===== src/rtl/alu_pkg.sv =====
// Shared definitions for the ALU sequencer/arbiter: opcode constants, FSM states,
// default datapath width and the local signed-overflow helper.
package alu_pkg;

    localparam int ALU_WIDTH = 32;

    localparam logic [3:0] OP_MOVE   = 4'd0;
    localparam logic [3:0] OP_NOT    = 4'd1;
    localparam logic [3:0] OP_ADD    = 4'd2;
    localparam logic [3:0] OP_SUB    = 4'd3;
    localparam logic [3:0] OP_OR     = 4'd4;
    localparam logic [3:0] OP_AND    = 4'd5;
    localparam logic [3:0] OP_XOR    = 4'd6;
    localparam logic [3:0] OP_SLT    = 4'd7;
    localparam logic [3:0] OP_SLTU   = 4'd8;
    localparam logic [3:0] OP_PACKHI = 4'd9;
    localparam logic [3:0] OP_PACKLO = 4'd10;

    typedef enum logic [1:0] {
        ST_IDLE = 2'd0,
        ST_EXEC = 2'd1,
        ST_RESP = 2'd2
    } state_t;

    // The external ALU does not export overflow, so it is rebuilt from the sign bits.
    function automatic logic calc_ovf(input logic [3:0] op, input logic a_msb,
                                      input logic b_msb, input logic r_msb);
        logic ovf;
        case (op)
            OP_ADD:  ovf = (a_msb == b_msb) && (r_msb != a_msb);
            OP_SUB:  ovf = (a_msb != b_msb) && (r_msb != a_msb);
            default: ovf = 1'b0;
        endcase
        return ovf;
    endfunction

endpackage


===== src/rtl/alu_rr_grant.sv =====
// Combinational two-way grant: one-hot grant plus granted ID from the two valids and
// the preferred-requester pointer. ALU_ARB_FIXED_PRIO_EN selects fixed priority to 0.
module alu_rr_grant (
    input  logic       valid0,
    input  logic       valid1,
    input  logic       ptr,
    output logic [1:0] grant,
    output logic       grant_id
);

    // Pick a single winner; a lone requester wins regardless of the pointer.
    always_comb begin
        grant    = 2'b00;
        grant_id = 1'b0;
`ifdef ALU_ARB_FIXED_PRIO_EN
        if (valid0) begin
            grant    = 2'b01;
            grant_id = 1'b0;
        end else if (valid1) begin
            grant    = 2'b10;
            grant_id = 1'b1;
        end else begin
            grant    = 2'b00;
            grant_id = 1'b0;
        end
`else
        if (valid0 && valid1) begin
            grant    = ptr ? 2'b10 : 2'b01;
            grant_id = ptr;
        end else if (valid0) begin
            grant    = 2'b01;
            grant_id = 1'b0;
        end else if (valid1) begin
            grant    = 2'b10;
            grant_id = 1'b1;
        end else begin
            grant    = 2'b00;
            grant_id = 1'b0;
        end
`endif
    end

endmodule


===== src/rtl/alu_arbiter.sv =====
// Sequencer/arbiter sharing one external combinational ALU between two requesters.
// Optional build macro: ALU_ARB_FIXED_PRIO_EN (fixed priority to requester 0, no pointer).
module alu_arbiter
    import alu_pkg::*;
#(
    parameter int WIDTH = ALU_WIDTH
) (
    input  logic             clk,
    input  logic             reset_n,
    input  logic             req0_valid,
    output logic             req0_ready,
    input  logic [3:0]       req0_op,
    input  logic [WIDTH-1:0] req0_a,
    input  logic [WIDTH-1:0] req0_b,
    input  logic             req1_valid,
    output logic             req1_ready,
    input  logic [3:0]       req1_op,
    input  logic [WIDTH-1:0] req1_a,
    input  logic [WIDTH-1:0] req1_b,
    output logic [3:0]       alu_opcode,
    output logic [WIDTH-1:0] alu_a,
    output logic [WIDTH-1:0] alu_b,
    input  logic [WIDTH-1:0] alu_result,
    output logic             rsp_valid,
    input  logic             rsp_ready,
    output logic             rsp_id,
    output logic [WIDTH-1:0] rsp_result,
    output logic             rsp_ovf,
    output logic             busy
);

    state_t           state_r;
    state_t           state_nxt_s;
    logic             ptr_s;
    logic [1:0]       grant_s;
    logic             grant_id_s;
    logic             accept_s;
    logic             done_s;
    logic             id_r;
    logic [3:0]       alu_opcode_r;
    logic [WIDTH-1:0] alu_a_r;
    logic [WIDTH-1:0] alu_b_r;
    logic             rsp_valid_r;
    logic             rsp_id_r;
    logic [WIDTH-1:0] rsp_result_r;
    logic             rsp_ovf_r;
    logic             busy_r;

    alu_rr_grant u_grant (
        .valid0   (req0_valid),
        .valid1   (req1_valid),
        .ptr      (ptr_s),
        .grant    (grant_s),
        .grant_id (grant_id_s)
    );

    assign accept_s   = (state_r == ST_IDLE) && (grant_s != 2'b00);
    assign done_s     = (state_r == ST_RESP) && rsp_valid_r && rsp_ready;
    assign req0_ready = (state_r == ST_IDLE) && grant_s[0];
    assign req1_ready = (state_r == ST_IDLE) && grant_s[1];

    // Next-state logic for the IDLE -> EXEC -> RESP sequence.
    always_comb begin
        state_nxt_s = state_r;
        case (state_r)
            ST_IDLE: begin
                if (accept_s) begin
                    state_nxt_s = ST_EXEC;
                end else begin
                    state_nxt_s = ST_IDLE;
                end
            end
            ST_EXEC: state_nxt_s = ST_RESP;
            ST_RESP: begin
                if (done_s) begin
                    state_nxt_s = ST_IDLE;
                end else begin
                    state_nxt_s = ST_RESP;
                end
            end
            default: state_nxt_s = ST_IDLE;
        endcase
    end

    // State register and registered busy flag.
    always_ff @(posedge clk or negedge reset_n) begin
        if (!reset_n) begin
            state_r <= ST_IDLE;
            busy_r  <= 1'b0;
        end else begin
            state_r <= state_nxt_s;
            busy_r  <= (state_nxt_s != ST_IDLE);
        end
    end

    // Operand capture at acceptance; held untouched until the next acceptance.
    always_ff @(posedge clk or negedge reset_n) begin
        if (!reset_n) begin
            alu_opcode_r <= 4'd0;
            alu_a_r      <= '0;
            alu_b_r      <= '0;
            id_r         <= 1'b0;
        end else if (accept_s) begin
            alu_opcode_r <= grant_id_s ? req1_op : req0_op;
            alu_a_r      <= grant_id_s ? req1_a  : req0_a;
            alu_b_r      <= grant_id_s ? req1_b  : req0_b;
            id_r         <= grant_id_s;
        end else begin
            alu_opcode_r <= alu_opcode_r;
            alu_a_r      <= alu_a_r;
            alu_b_r      <= alu_b_r;
            id_r         <= id_r;
        end
    end

    // Response capture in EXEC, release on the response handshake.
    always_ff @(posedge clk or negedge reset_n) begin
        if (!reset_n) begin
            rsp_valid_r  <= 1'b0;
            rsp_id_r     <= 1'b0;
            rsp_result_r <= '0;
            rsp_ovf_r    <= 1'b0;
        end else if (state_r == ST_EXEC) begin
            rsp_valid_r  <= 1'b1;
            rsp_id_r     <= id_r;
            rsp_result_r <= alu_result;
            rsp_ovf_r    <= calc_ovf(alu_opcode_r, alu_a_r[WIDTH-1], alu_b_r[WIDTH-1],
                                     alu_result[WIDTH-1]);
        end else if (done_s) begin
            rsp_valid_r  <= 1'b0;
            rsp_id_r     <= rsp_id_r;
            rsp_result_r <= rsp_result_r;
            rsp_ovf_r    <= rsp_ovf_r;
        end else begin
            rsp_valid_r  <= rsp_valid_r;
            rsp_id_r     <= rsp_id_r;
            rsp_result_r <= rsp_result_r;
            rsp_ovf_r    <= rsp_ovf_r;
        end
    end

`ifdef ALU_ARB_FIXED_PRIO_EN
    assign ptr_s = 1'b0;
`else
    logic ptr_r;

    // Round-robin pointer: after a completed response, prefer the other requester.
    always_ff @(posedge clk or negedge reset_n) begin
        if (!reset_n) begin
            ptr_r <= 1'b0;
        end else if (done_s) begin
            ptr_r <= ~rsp_id_r;
        end else begin
            ptr_r <= ptr_r;
        end
    end

    assign ptr_s = ptr_r;
`endif

    assign alu_opcode = alu_opcode_r;
    assign alu_a      = alu_a_r;
    assign alu_b      = alu_b_r;
    assign rsp_valid  = rsp_valid_r;
    assign rsp_id     = rsp_id_r;
    assign rsp_result = rsp_result_r;
    assign rsp_ovf    = rsp_ovf_r;
    assign busy       = busy_r;

endmodule

===== config.mk =====
export PLATFORM = sky130hd
export DESIGN_NAME = alu_arbiter
export DESIGN_NICKNAME = d
export VERILOG_FILES = /design/src/rtl/alu_pkg.sv /design/src/rtl/alu_rr_grant.sv /design/src/rtl/alu_arbiter.sv
export SDC_FILE = /design/constraint.sdc
export NUM_CORES = 1
export LEC_CHECK = 0
export BUFFER_PORTS_ARGS = -buffer_cell sky130_fd_sc_hd__buf_2
export CELL_PAD_IN_SITES_DETAIL_PLACEMENT = 1
export CELL_PAD_IN_SITES_GLOBAL_PLACEMENT = 1
export CORE_UTILIZATION = 34
export DETAILED_ROUTE_END_ITERATION = 7
export GPL_ROUTABILITY_DRIVEN = 0
export PLACE_DENSITY_LB_ADDON = 0.1
export SKIP_LAST_GASP = 1
export SLEW_MARGIN = 20
export SYNTH_ARGS = -nofsm -noshare
export SYNTH_HDL_FRONTEND = slang
export SYNTH_HIERARCHICAL = 1
export SYNTH_SLANG_ARGS = --single-unit

===== constraint.sdc =====
create_clock -name clk -period 1.8 [get_ports clk]
set_input_delay 0.18 -clock clk [delete_from_list [all_inputs] [get_ports clk]]
set_output_delay 0.18 -clock clk [all_outputs]
set_load 0.05 [all_outputs]

==> flow_metrics.py, run 1 <==
metrics = {
    "clock_network": {
        "cts_root_buf": "clkbuf_16",
        "htreeDepth": 3,
        "clockBufferDepth": 2,
        "cts_sinks": 108,
        "clk_latency_ns": 0.35,
        "cts_tree": "yes",
        "path_clk_slew_ns": 0.07,
        "cts_buffers": 9,
    },
    "final_layout": {
        "nets": 781,
        "drive_above_1_share_pct": 71.94,
        "final_cells": 797,
        "antenna_cells": 0,
        "synthToLayoutAreaGrowth_pct": 39.36,
        "postLayoutCellArea_mm2": 0.007025,
        "post-route-util_pct": 48.52,
    },
    "timing": {
        "layout_setup_ws_ns": 0.06257,
        "skew_ns": 0.009773,
        "holdWs_ns": 0.04504,
        "rsz0062_at_grt": "yes",
        "setup_tns_ns": 0,
        "slew_headroom_pct": 71.41,
        "drv_slew": 0,
        "min_period_ns": 1.737,
        "fmax_mhz": 575.6,
        "worst_pin_slew_ns": 0.4289,
        "period_share_pct": 96.52,
        "setup_violations": 0,
        "finalHoldViolCount": 0,
    },
    "yosys": {
        "synth_commonest_cells": "mux2_2, dfrtp_1, mux2_1",
        "synthMostInstantiatedCell": "mux2_2",
        "seq_area_frac_synth_pct": 53.61,
        "synth_top_area_share_pct": 53.61,
        "synth_area_leaders": "dfrtp_1, mux2_2, mux2_1, mux2_4, buf_6",
        "syn_area_mm2": 0.005041,
        "synth_edf_count": 0,
        "synth_cell_types": 25,
        "netlist_instances": 326,
        "syn-num-nets": 499,
        "synthArstFlopShare_pct": 100.0,
        "synth.ff_latch_count": 108,
        "synth.avg_cell_area_um2": 15.46,
        "yosysTopAreaCell": "dfrtp_1",
        "ys.flop_type": "dfrtp_1",
        "ys.warnings.count": 6,
    },
    "route": {
        "drc": 0,
        "postRouteAntennaNets": 0,
        "drt-initial-drc-count": 101,
        "avgViaCountPerCell": 4.657,
        "drt_pass1_iterations": 4,
        "wl_per_cell_um": 17.75,
        "wl_um": 14140,
        "vias": 3712,
    },
    "grt": {
        "globalRoute.totalOverflow": 0,
        "grt_pass1_vias": 3870,
        "antenna_found_initial": 0,
        "track_usage_pct": 18.19,
        "grt_start_max_net_pins": 50,
        "grt_pass1_wl_um": 20570,
    },
    "floorplan": {
        "rows": 44,
        "die_h_um": 123.8,
        "ioPinCount": 279,
        "initial_core_util_pct": 34.82,
        "coreArea_mm2": 0.01448,
        "chipWidth_um": 123.8,
        "die-area_mm2": 0.01532,
    },
    "flow_run": {
        "maxCapViolCount": 0,
    },
    "critical_path": {
        "cp.arrival_ns": 1.96,
        "critical_path_class": "reg -> reg",
        "cp-start-kind": "flop",
        "cp_max_fo": 16,
        "worst_ep_required_time_ns": 2.03,
        "critPathCaptureType": "flop",
    },
    "status": {
        "outcome": "completed",
    },
    "power": {
        "power_density_mw_per_mm2": 2197,
        "peakVddDrop_mv": 0.9488,
        "cellLeakagePower_nw": 3.456,
        "power.total_mw": 15.43,
    },
    "placement": {
        "place_area_mm2": 0.006641,
        "dp.cells": 775,
        "port_buffers": 278,
        "dpl.hpwl_um": 10840,
        "place_ws_ns": 0.08105,
    },
    "min_path": {
        "worst_hold_path_type": "in -> reg",
    },
}
## worst max-delay path: stages, from the launching register on
cell      delay, ns
dfrtp_1        0.36
inv_1          0.08
a21boi_4       0.20
buf_4          0.19
buf_12         0.17
mux2_2         0.34
mux2_1         0.30
## flip-flops by register name (all words and copies together) (netlist names), 2 cells and up
register,cells
alu_a,32
alu_b,32
alu_opcode,4
rsp_result,32
state_r,2
## final timing paths
path / startpoint / to / slack (ns) / depth (start not counted)
min reg2reg: alu_a[13] / alu_a[13] / 0.49 / 1
max: ptr_r / alu_a[16] / 0.06 / 6
min in group asynchronous: reset_n / rsp_result[9] / 0.31 / 2
max in group asynchronous: reset_n / alu_a[23] / 0.86 / 3
max reg2reg: ptr_r / alu_a[16] / 0.06 / 6
min: alu_result[5] / rsp_result[5] / 0.05 / 2
## area by class of cell
class	instances	area (um^2)
timing repair buffer	292	1630
clock buffer	12	246.5
clock inverter	4	48.80
sequential	108	2703
tap	184	230.2
fill	1555	7453
inverter	4	15.01
multi-input combinational	193	2152
## cell usage in the layout (no fill, tap or decap)
| cell | n |
|---|---|
| clkbuf_16 | 11 |
| o22ai_1 | 1 |
| xnor2_1 | 1 |
| mux2_1 | 37 |
| buf_6 | 1 |
| clkbuf_1 | 2 |
| clkbuf_8 | 1 |
| buf_12 | 7 |
| xor2_1 | 2 |
| a21boi_4 | 1 |
| bufinv_16 | 1 |
| dfrtp_1 | 108 |
| mux2_2 | 115 |
| buf_4 | 5 |
| a21oi_1 | 1 |
| nor2_1 | 3 |
| a21boi_1 | 1 |
| nor2b_1 | 1 |
| o21a_4 | 1 |
| mux2_4 | 18 |
| buf_2 | 276 |
| and2_1 | 2 |
| clkinv_4 | 1 |
| nor2b_4 | 1 |
| nand3_1 | 1 |
| o21ai_0 | 1 |
| mux2i_1 | 1 |
| dlygate4sd3_1 | 1 |
| or2_1 | 1 |
| nand4_1 | 1 |
| nand2_1 | 2 |
| a21o_1 | 1 |
| inv_1 | 4 |
| clkinv_2 | 2 |
## kinds of logic (layout without fill, tap and decap cells)
group	Yosys count	count (layout)	share of synthesized area, %
flip-flops	108	108	53.61
multiplexers	171	171	39.51
AO/OA/AOI/OAI	7	7	0.9183
buffers and inverters	25	312	4.220
XOR/XNOR	3	3	0.5213
AND/OR/NAND/NOR	12	12	1.216
## per-layer routing
layer	share of wire [%]	vias to the layer above	global-route usage [%]
met5	0	-	0
met3	7.5	20	3.938
met2	52	147	32.53
met4	2.1	0	7.605
li1	-	1719	-
met1	38	1826	20.85
## where the power goes
part | total [mW] | switching [mW] | internal, mW
Sequential | 4.37 | 0.670 | 3.70
Combinational | 9.09 | 6.22 | 2.87
Clock | 1.98 | 0.862 | 1.12
Total | 15.4 | 7.75 | 7.68
## what timing repair did
item | in CTS | in global routing
hold buffers | 1 | 0
setup buffers | 3 | 0
endpoints found under the hold margin | 25 | 0
resized for setup | 2 | 0
endpoints found under the setup margin | 1 | 48
pin swaps | 1 | 0
cloned | 0 | 2
(Power assumes the default switching activity.)
==> run 2: changes to the inputs <==
clock period = 1.65 ns   (was 1.8 ns; I/O delays follow)
==> flow_metrics.py, run 2 (same netlist as run 1, synthesis figures left out) <==
metrics = {
    "status": {
        "outcome": "complete, but fails checks",
        "violations": "setup timing",
    },
    "critical_path": {
        "path_delay_family": "buffers and inverters",
        "reg2regPathDepth": 7,
        "startpoint": "ptr_r",
        "cp.arrival_ns": 1.51,
        "cp_slowest_cell": "dfrtp_1",
        "slowest_delay_ns": 0.37,
        "r2r-start": "ptr_r",
        "worst_ep_required_time_ns": 1.48,
        "endpoint": "req1_ready",
        "critical_path_class": "reg -> out",
        "worstPathCellList": "inv_2, a21boi_4, buf_12, buf_8, and2_4, buf_8",
        "rrSetupSlack_ns": -0.02,
        "r2r_end": "alu_a[7]",
        "critPathCaptureType": "output pin",
        "crit_buf_inv": 4,
        "cp-start-kind": "flop",
        "crit_path_frequent_cell": "buf_8",
        "cp_max_fo": 5,
        "crit_cells": 6,
    },
    "grt": {
        "antenna_found_initial": 0,
        "track_usage_pct": 17.80,
        "grt_pass1_vias": 3809,
        "grt_pass1_wl_um": 20240,
        "grt_start_max_net_pins": 37,
        "globalRoute.totalOverflow": 0,
    },
    "final_layout": {
        "final_cell_mix": "buf_2, mux2_2, dfrtp_1, mux2_1, mux2_4",
        "synthToLayoutAreaGrowth_pct": 45.32,
        "nets": 797,
        "antenna_cells": 0,
        "fillers": 1575,
        "drive_above_1_share_pct": 73.45,
        "post-route-util_pct": 50.60,
        "final_common_cell": "buf_2",
    },
    "floorplan": {
        "coreArea_mm2": 0.01448,
        "ioPinCount": 279,
        "rows": 44,
        "die-area_mm2": 0.01532,
        "chipWidth_um": 123.8,
        "die_h_um": 123.8,
        "initial_core_util_pct": 34.82,
    },
    "clock_network": {
        "cts_sinks": 108,
        "clk_latency_ns": 0.35,
        "clockBufferDepth": 2,
        "path_clk_slew_ns": 0.07,
        "htreeDepth": 3,
        "cts_tree": "yes",
        "cts_buffers": 9,
        "cts_root_buf": "clkbuf_16",
    },
    "power": {
        "power_density_mw_per_mm2": 2417,
        "peakVddDrop_mv": 1.085,
        "cellLeakagePower_nw": 3.613,
    },
    "timing": {
        "min_period_ns": 1.675,
        "fmax_mhz": 597.1,
        "worst_pin_slew_ns": 0.4677,
        "slew_headroom_pct": 68.82,
        "period_share_pct": 101.5,
        "rsz0062_at_grt": "yes",
        "skew_ns": 0.007105,
        "finalHoldViolCount": 0,
        "layout_setup_ws_ns": -0.02488,
        "drv_slew": 0,
        "setup_violations": 28,
    },
    "placement": {
        "place_ws_ns": -0.02926,
        "dpl.hpwl_um": 10510,
        "port_buffers": 278,
    },
    "route": {
        "avgViaCountPerCell": 4.626,
        "drc": 0,
        "postRouteAntennaNets": 0,
        "wl_um": 13930,
        "vias": 3761,
        "drt_pass1_iterations": 4,
        "drt-initial-drc-count": 77,
        "wl_per_cell_um": 17.13,
    },
    "flow_run": {
        "maxCapViolCount": 0,
    },
    "min_path": {
        "worst_hold_path_type": "in -> reg",
    },
}
## run 2: final cells by class
cell class	instances	area (um^2)	area share, %
sequential	108	2703	36.89
multi-input combinational	193	2173	29.67
timing repair buffer	308	1832	25.00
clock buffer	10	239.0	3.262
tap	184	230.2	3.143
clock inverter	6	133.9	1.827
inverter	4	15.01	0.2050
## run 2: how the worst min path moves through the flow
| stage | start | to | slack, ns | depth (start not counted) |
|---|---|---|---|---|
| final | alu_result[25] | rsp_result[25] | 0.02 | 2 |
| after global routing | alu_result[7] | rsp_result[7] | 0.02 | 2 |
| after CTS | alu_result[25] | rsp_result[25] | 0.01 | 2 |
| after detailed placement | reset_n | rsp_result[10] | 0.15 | 1 |
| after global placement | reset_n | rsp_result[10] | 0.15 | 1 |
| after floorplan | reset_n | alu_a[0] | -0.13 | 0 |
## run 2: report_power, final
| part | switching (mW) | internal [mW] |
|---|---|---|
| sequential | 0.693 | 4.03 |
| clock | 0.975 | 1.68 |
| combinational | 6.90 | 3.43 |
| total | 8.56 | 9.14 |
## run 2: repair_timing
item                                    in CTS  in global routing
setup buffers                                6                  3
cloned                                       1                  2
endpoints found under the hold margin       26                  0
hold buffers                                 1                  0
endpoints found under the setup margin      63                 69
resized for setup                           10                  7
pin swaps                                    2                  2
## run 2: layer usage
metal | global-route usage (%) | up-vias | wire length (um) | part of all wire (%)
li1 | - | 1751 | - | -
met1 | 21.06 | 1837 | 5428 | 39
met2 | 31.15 | 151 | 7206 | 52
met3 | 3.709 | 22 | 973 | 7.0
met4 | 7.530 | 0 | 320 | 2.3
met5 | 0 | - | 0 | 0
## run 2: through the flow
| step | hold slack (ns) | instance area (um^2) | cells | power (mW) | setup TNS (ns) |
|---|---|---|---|---|---|
| after CTS | 0.01211 | 7208 | 808 | 17.77 | -2.135 |
| after floorplan | -0.1306 | 5041 | 326 | 12.36 | 0 |
| after detailed placement | 0.1489 | 6709 | 784 | 14.86 | -0.5283 |
| final | 0.02482 | 7326 | 813 | 17.71 | -0.2200 |
| after global routing | 0.01535 | 7326 | 813 | 18.61 | -3.679 |
| after global placement | 0.1517 | 6709 | 784 | 14.67 | 0 |
